`src/rtl/sb_trans_gen_param.sv`:
```
// Sideband transaction generator.
// Serialises AT (read/write/response) and LT requests into 10-bit framed
// symbols {stop=1, byte, start=0}. Each symbol is held for SYM_CYCLES clocks.
// Every output except req_ready is registered and is computed from the next
// state, so it changes on the same edge that enters a state.
module sb_trans_gen_param #(
  parameter int MAX_LEN    = 8,
  parameter int SYM_CYCLES = 10
) (
  input  logic                 sb_clk,
  input  logic                 rst,
  input  logic                 disconnect_sbtx,
  input  logic                 tdisconnect_tx_min,
  input  logic                 req_valid,
  output logic                 req_ready,
  input  logic [1:0]           req_type,
  input  logic [7:0]           req_addr,
  input  logic [6:0]           req_len,
  input  logic [8*MAX_LEN-1:0] req_data,
  input  logic [15:0]          crc_in,
  output logic [9:0]           trans,
  output logic [1:0]           trans_state,
  output logic                 crc_en,
  output logic                 crc_sel,
  output logic                 trans_sent,
  output logic                 req_err,
  output logic                 disconnected_s
);

  typedef enum logic [3:0] {
    S_DISCONNECT, S_IDLE, S_DLE1, S_STX, S_ADDR, S_LEN, S_DATA,
    S_CRC_H, S_CRC_L, S_DLE2, S_ETX, S_LSE, S_CLSE
  } state_e;

  localparam int             CW        = $clog2(SYM_CYCLES);
  localparam logic [CW-1:0]  CNT_LAST  = CW'(SYM_CYCLES - 1);
  localparam logic [6:0]     MAX_LEN_L = 7'(MAX_LEN);

  localparam logic [1:0] T_READ  = 2'd0;
  localparam logic [1:0] T_WRITE = 2'd1;
  localparam logic [1:0] T_RESP  = 2'd2;
  localparam logic [1:0] T_LT    = 2'd3;

  localparam logic [1:0] TS_DISC = 2'd0;
  localparam logic [1:0] TS_IDLE = 2'd1;
  localparam logic [1:0] TS_BUSY = 2'd2;

  state_e               state_q, state_d;
  logic [CW-1:0]        cnt_q, cnt_d;
  logic [6:0]           idx_q, idx_d;
  logic [1:0]           type_q;
  logic [7:0]           addr_q;
  logic [6:0]           len_q;
  logic [8*MAX_LEN-1:0] data_q;
  logic [15:0]          crc_q, crc_d;
  logic                 capture;
  logic                 last;

  logic [7:0]           byte_d;
  logic [9:0]           trans_q, trans_d;
  logic [1:0]           trans_state_q, trans_state_d;
  logic                 crc_en_q, crc_en_d;
  logic                 crc_sel_q, crc_sel_d;
  logic                 trans_sent_q, trans_sent_d;
  logic                 req_err_q, req_err_d;
  logic                 disconnected_q;

  assign last      = (cnt_q == CNT_LAST);
  assign req_ready = (state_q == S_IDLE) && !disconnect_sbtx;

  // Next-state, symbol/byte counters, request capture and CRC latch.
  always_comb begin
    // NOTE: every signal written here gets a default first, so no path through
    // the case statement leaves one unassigned and infers a latch.
    state_d      = state_q;
    idx_d        = idx_q;
    crc_d        = crc_q;
    capture      = 1'b0;
    req_err_d    = 1'b0;
    trans_sent_d = 1'b0;

    case (state_q)
      S_DISCONNECT: if (!disconnect_sbtx && tdisconnect_tx_min) state_d = S_IDLE;
      S_IDLE: begin
        if (req_valid && req_ready) begin
          if (req_type != T_LT && req_len > MAX_LEN_L) begin
            req_err_d = 1'b1;
          end else begin
            capture = 1'b1;
            state_d = S_DLE1;
          end
        end
      end
      S_DLE1:  if (last) state_d = (type_q == T_LT) ? S_LSE : S_STX;
      S_STX:   if (last) state_d = S_ADDR;
      S_ADDR:  if (last) state_d = S_LEN;
      S_LEN: begin
        if (last) begin
          if (type_q == T_READ || len_q == 7'd0) begin
            state_d = S_CRC_H;
          end else begin
            state_d = S_DATA;
            idx_d   = 7'd0;
          end
        end
      end
      S_DATA: begin
        if (last) begin
          if (idx_q == len_q - 7'd1) state_d = S_CRC_H;
          else                       idx_d   = idx_q + 7'd1;
        end
      end
      S_CRC_H: if (last) state_d = S_CRC_L;
      S_CRC_L: if (last) state_d = S_DLE2;
      S_DLE2:  if (last) state_d = S_ETX;
      S_ETX, S_CLSE: begin
        if (last) begin
          state_d      = S_IDLE;
          trans_sent_d = 1'b1;
        end
      end
      S_LSE:   if (last) state_d = S_CLSE;
      default: state_d = S_DISCONNECT;
    endcase

    // Disconnect overrides everything, including an in-flight transaction.
    if (disconnect_sbtx) begin
      state_d      = S_DISCONNECT;
      capture      = 1'b0;
      req_err_d    = 1'b0;
      trans_sent_d = 1'b0;
    end

    if (state_d == S_CRC_H && state_q != S_CRC_H) crc_d = crc_in;

    // Symbol counter wraps each symbol and restarts on every state change.
    cnt_d = '0;
    if (state_d == state_q && state_q != S_IDLE && state_q != S_DISCONNECT && !last)
      cnt_d = cnt_q + 1'b1;
  end

  // Output values for the state being entered.
  always_comb begin
    byte_d = 8'h00;
    case (state_d)
      S_DLE1, S_DLE2: byte_d = 8'hFE;
      S_STX:          byte_d = (type_q == T_RESP) ? 8'h04 : 8'h05;
      S_ADDR, S_LSE:  byte_d = addr_q;
      S_LEN:          byte_d = {len_q, (type_q == T_WRITE)};
      S_DATA:         byte_d = data_q[{idx_d, 3'b000} +: 8];
      S_CRC_H:        byte_d = crc_d[15:8];
      S_CRC_L:        byte_d = crc_q[7:0];
      S_ETX:          byte_d = 8'h40;
      S_CLSE:         byte_d = ~addr_q;
      default:        byte_d = 8'h00;
    endcase

    trans_d       = {1'b1, byte_d, 1'b0};
    trans_state_d = TS_BUSY;
    if (state_d == S_DISCONNECT) begin
      trans_d       = 10'h000;
      trans_state_d = TS_DISC;
    end else if (state_d == S_IDLE) begin
      trans_d       = 10'h3FF;
      trans_state_d = TS_IDLE;
    end

    crc_en_d  = (state_d inside {S_STX, S_ADDR, S_LEN, S_DATA});
    crc_sel_d = (state_d inside {S_CRC_H, S_CRC_L});
  end

  // State, counters, captured request and registered outputs.
  always_ff @(posedge sb_clk or posedge rst) begin
    // NOTE: non-blocking assignments keep every register sampling the
    // pre-edge values, independent of statement order.
    if (rst) begin
      state_q        <= S_DISCONNECT;
      cnt_q          <= '0;
      idx_q          <= '0;
      type_q         <= '0;
      addr_q         <= '0;
      len_q          <= '0;
      data_q         <= '0;
      crc_q          <= '0;
      trans_q        <= 10'h000;
      trans_state_q  <= TS_DISC;
      crc_en_q       <= 1'b0;
      crc_sel_q      <= 1'b0;
      trans_sent_q   <= 1'b0;
      req_err_q      <= 1'b0;
      disconnected_q <= 1'b1;
    end else begin
      state_q        <= state_d;
      cnt_q          <= cnt_d;
      idx_q          <= idx_d;
      crc_q          <= crc_d;
      trans_q        <= trans_d;
      trans_state_q  <= trans_state_d;
      crc_en_q       <= crc_en_d;
      crc_sel_q      <= crc_sel_d;
      trans_sent_q   <= trans_sent_d;
      req_err_q      <= req_err_d;
      disconnected_q <= (state_d == S_DISCONNECT);
      if (capture) begin
        type_q <= req_type;
        addr_q <= req_addr;
        len_q  <= req_len;
        data_q <= req_data;
      end
    end
  end

  assign trans          = trans_q;
  assign trans_state    = trans_state_q;
  assign crc_en         = crc_en_q;
  assign crc_sel        = crc_sel_q;
  assign trans_sent     = trans_sent_q;
  assign req_err        = req_err_q;
  assign disconnected_s = disconnected_q;

endmodule

```
`config.mk`:
```
export PLATFORM = sky130hd
export DESIGN_NAME = sb_trans_gen_param
export DESIGN_NICKNAME = d
export VERILOG_FILES = /design/src/rtl/sb_trans_gen_param.sv
export SDC_FILE = /design/constraint.sdc
export NUM_CORES = 1
export LEC_CHECK = 0
export ABC_AREA = 1
export ABC_CLOCK_PERIOD_IN_PS = 7800
export CAP_MARGIN = 20
export CORE_ASPECT_RATIO = 0.6
export CORE_MARGIN = 3
export CORE_UTILIZATION = 50
export DETAILED_ROUTE_END_ITERATION = 7
export PLACE_DENSITY_LB_ADDON = 0.05
export SETUP_SLACK_MARGIN = 0.3
export SLEW_MARGIN = 20
export SYNTH_ARGS = -nofsm -noshare
export SYNTH_HDL_FRONTEND = slang
export SYNTH_SLANG_ARGS = --single-unit
```
`constraint.sdc`:
```
create_clock -name sb_clk -period 7.8 [get_ports sb_clk]
set_input_delay 1.17 -clock sb_clk [delete_from_list [all_inputs] [get_ports sb_clk]]
set_output_delay 1.17 -clock sb_clk [all_outputs]
set_load 0.02 [all_outputs]
```
==> summary.txt <==
Outcome
  • Run status: completed

Floorplanning
  • Die Outline Area: 14,900 sq um
  • Ports: 120
  • CORE AREA: 13,000 sq um
  • Placement Rows: 32
  • DIE HEIGHT: 95.9 um
  • DIE WIDTH: around 160 um
  • Initial Utilization: 51.8%

Min path
  • Min-Delay Path Class: flip-flop to flip-flop
  • Min-delay src: data_q[8]$_DFFE_PP0P_
  • WHS Endpoint: data_q[8]$_DFFE_PP0P_
  • Worst hold path cell count: 2

Setup path
  • FF-to-FF setup slack: 3.31 ns
  • FF-to-FF path depth: 19
  • CP required: 8.09 ns
  • Crit path capture type: flip-flop
  • Worst Path Max Fanout: 33
  • CP startpoint kind: flip-flop
  • Worst r2r src: len_q[0]$_DFFE_PP0P_
  • Reg2Reg Capture Point: trans[1]$_DFF_PP0_
  • Setup CP Type: flip-flop to flip-flop
  • Critical path arrival: 4.78 ns

Logic synthesis
  • Post-Syn Area: 6740 sq um
  • Asr flop ratio synth: 100%
  • Area leader, netlist: dfrtp_1
  • Post-Syn Instances: 911
  • Post-synth EDFFs: 0
  • Avg Inst Size Synth: ~7.4 sq um
  • Area contributors post-synth: dfrtp_1 (47%), nand2_1 (16%), nand3_1 (7.5%), inv_1 (6.6%), o21ai_0 (5.9%)
  • Top-area cell type share of the netlist area: between 40% and 50%
  • Syn Nets: slightly above 1k
  • Seq/Total Area, Yosys: 47.6%
  • Synthesis Warnings: 0
  • Post-synthesis cell type count: 39
  • Top FF cell, synth: dfrtp_1
  • Yosys reg bits: 128

Timing
  • Slew Limit Fails: 0
  • Clock skew: 0.0120 ns
  • RSZ-0062 raised after global routing: false
  • Worst-Margin Slew: 1.05 ns
  • Max-slew headroom: between 20 and 30%
  • Final setup vio count: 0
  • Min Tclk post-route: 4.49 ns
  • Final critical-path share of the clock period: 57.6%
  • Final Hold Fails: 0
  • F_max: about 220 MHz
  • TNS Setup: 0 ns

Final layout
  • Ant. Diodes: 0
  • Most common cell after layout, fill and taps aside: nand2_1
  • Commonest non-fill, non-tap cells in the layout: nand2_1 (289), dfrtp_1 (127), clkdlybuf4s50_1 (119)
  • Nets@finish: around 1.1k
  • Fraction of layout cells with a size suffix above 1: roughly 6.3%
  • Final Non-Filler Cells: 1,205
  • Area grow syn2layout: 29.3%

Routing
  • Final wirelength: 18.4 mm
  • Vias/cell: 5.21
  • Starting DRT DRC Count: 645
  • DR WL/cell: 15.2 um
  • DR DRC count: 0
  • Final ANT Viol Nets: 0
  • Drt first pass iters: 6
  • Via Count: between 6k and 7k

Clock tree
  • Sink Count: 128
  • H-Tree Depth: 4
  • CTS resizes: 0
  • Setup Buffers After CTS: 0
  • Hold Buf Count CTS: 0
  • CTS tree: yes
  • Clock transition at the registers of the reported paths: 0.06 ns
  • Clock buffer depth: 2
  • Clk root buf: clkbuf_16
  • CTS buffer count: 17
  • Clock Latency Late Sink: 0.42 ns

Power
  • Peak VDD IR: 130 uV
  • Total power: 0.00214 W
  • LEAKAGE: 4.27 nW
  • PwrDens: 245 nW/um^2

Job
  • Max-cap viol count: 0

Placement
  • Detailed placement HPWL: 13.0 mm
  • Routability Congestion: approximately 0.93
  • I/O Buffers: 119
  • Cells after DPL: 1,174

Global routing
  • Vias in the first global route: 5,688
  • Total GRT Usage: 25.6%
  • Initial antenna violation count: 0
  • GRT overflow: 0
  • Largest net degree at the start of global routing: ~130
  • First-pass GRT wire length: 29.8 mm
## report_power, final
| part | internal (W) | switching, W |
|---|---|---|
| clock | 0.000572 | 0.000317 |
| combinational | 0.000163 | 0.000220 |
| sequential | 0.000799 | 0.0000657 |
## kinds of logic (layout without fill, tap and decap cells)
group	Yosys count	after routing	synth area share (%)
AND/OR/NAND/NOR	510	510	32.9
buffers and inverters	160	284	9.27
flip-flops	128	128	47.6
AO/OA/AOI/OAI	100	100	8.25
XOR/XNOR	8	8	1.04
adder cells (fa/ha/maj)	5	5	0.929
## critical path: stages, from the launching register on
cell	delay (ns)
dfrtp_1	0.44
inv_1	0.24
ha_1	0.30
nand3_1	0.15
inv_1	0.08
nand2_1	0.05
nand2_1	0.07
nor2_1	0.05
nand2_1	0.15
nand2_1	0.14
nand2_1	0.16
nand3_1	0.77
nand2_2	0.88
inv_2	0.21
nor2_1	0.14
nor2_1	0.06
nor2_1	0.10
nor2_1	0.07
nor2_1	0.19
nand3_1	0.11
## registers in the layout, indices dropped and copies added (netlist names), 4 cells and up, named ones only
signal and cells:
len_q 7, state_q 4, crc_q 16, cnt_q 4
addr_q 8, idx_q 5, trans 9, data_q 64
## layer usage
metal	track usage [%]	wire, um	share of wire (%)
met4	5.14	221	1.2
met3	8.40	1990	11
met1	41.7	9240	50
met2	32.0	6920	38
met5	0	0	0
## synth_stat cells (5+ instances only)
cell and n:
o21ai_0 79, nand2_1 290, nor2_1 73, clkbuf_1 19
ha_1 5, nand3_1 101, inv_2 9, inv_1 119
nand4_1 17, dfrtp_1 127, xor2_1 5, buf_2 8
and2_1 6, nand3b_1 8
## area by class of cell
| class | count | area, sq um |
|---|---|---|
| Fill cell | 1107 | 4300 |
| Clock inverter | 14 | 230 |
| Sequential cell | 128 | 3200 |
| Multi-Input combinational cell | 623 | 2910 |
| Inverter | 129 | 490 |
| Timing Repair Buffer | 124 | 1230 |
| Clock buffer | 17 | 425 |
| Tap cell | 170 | 213 |
## through the flow
stage | instance area (sq um) | hold WS [ns] | setup WS, ns | utilization, %
4_1_cts | 8700 | 0.475 | 3.11 | 66.9
3_5_place_dp | 8040 | 0.456 | 3.18 | 61.8
5_1_grt | 8710 | 0.494 | 2.92 | 66.9
2_1_floorplan | 6740 | 0.440 | 3.22 | -
3_3_place_gp | 8040 | 0.456 | 3.20 | 61.8
6_report | 8710 | 0.473 | 3.31 | 66.9
## worst max-delay path by stage
stage	start	to	slack [ns]	cells after the start
5_1_grt	len_q[0]$_DFFE_PP0P_	trans[5]$_DFF_PP0_	2.92	21
3_3_place_gp	len_q[0]$_DFFE_PP0P_	trans[1]$_DFF_PP0_	3.20	21
4_1_cts	len_q[0]$_DFFE_PP0P_	trans[1]$_DFF_PP0_	3.11	19
2_1_floorplan	rst	async pin	3.22	1
3_5_place_dp	len_q[0]$_DFFE_PP0P_	trans[1]$_DFF_PP0_	3.18	19
6_report	len_q[0]$_DFFE_PP0P_	trans[1]$_DFF_PP0_	3.31	19
No activity file was read; power rests on OpenSTA's default activity.
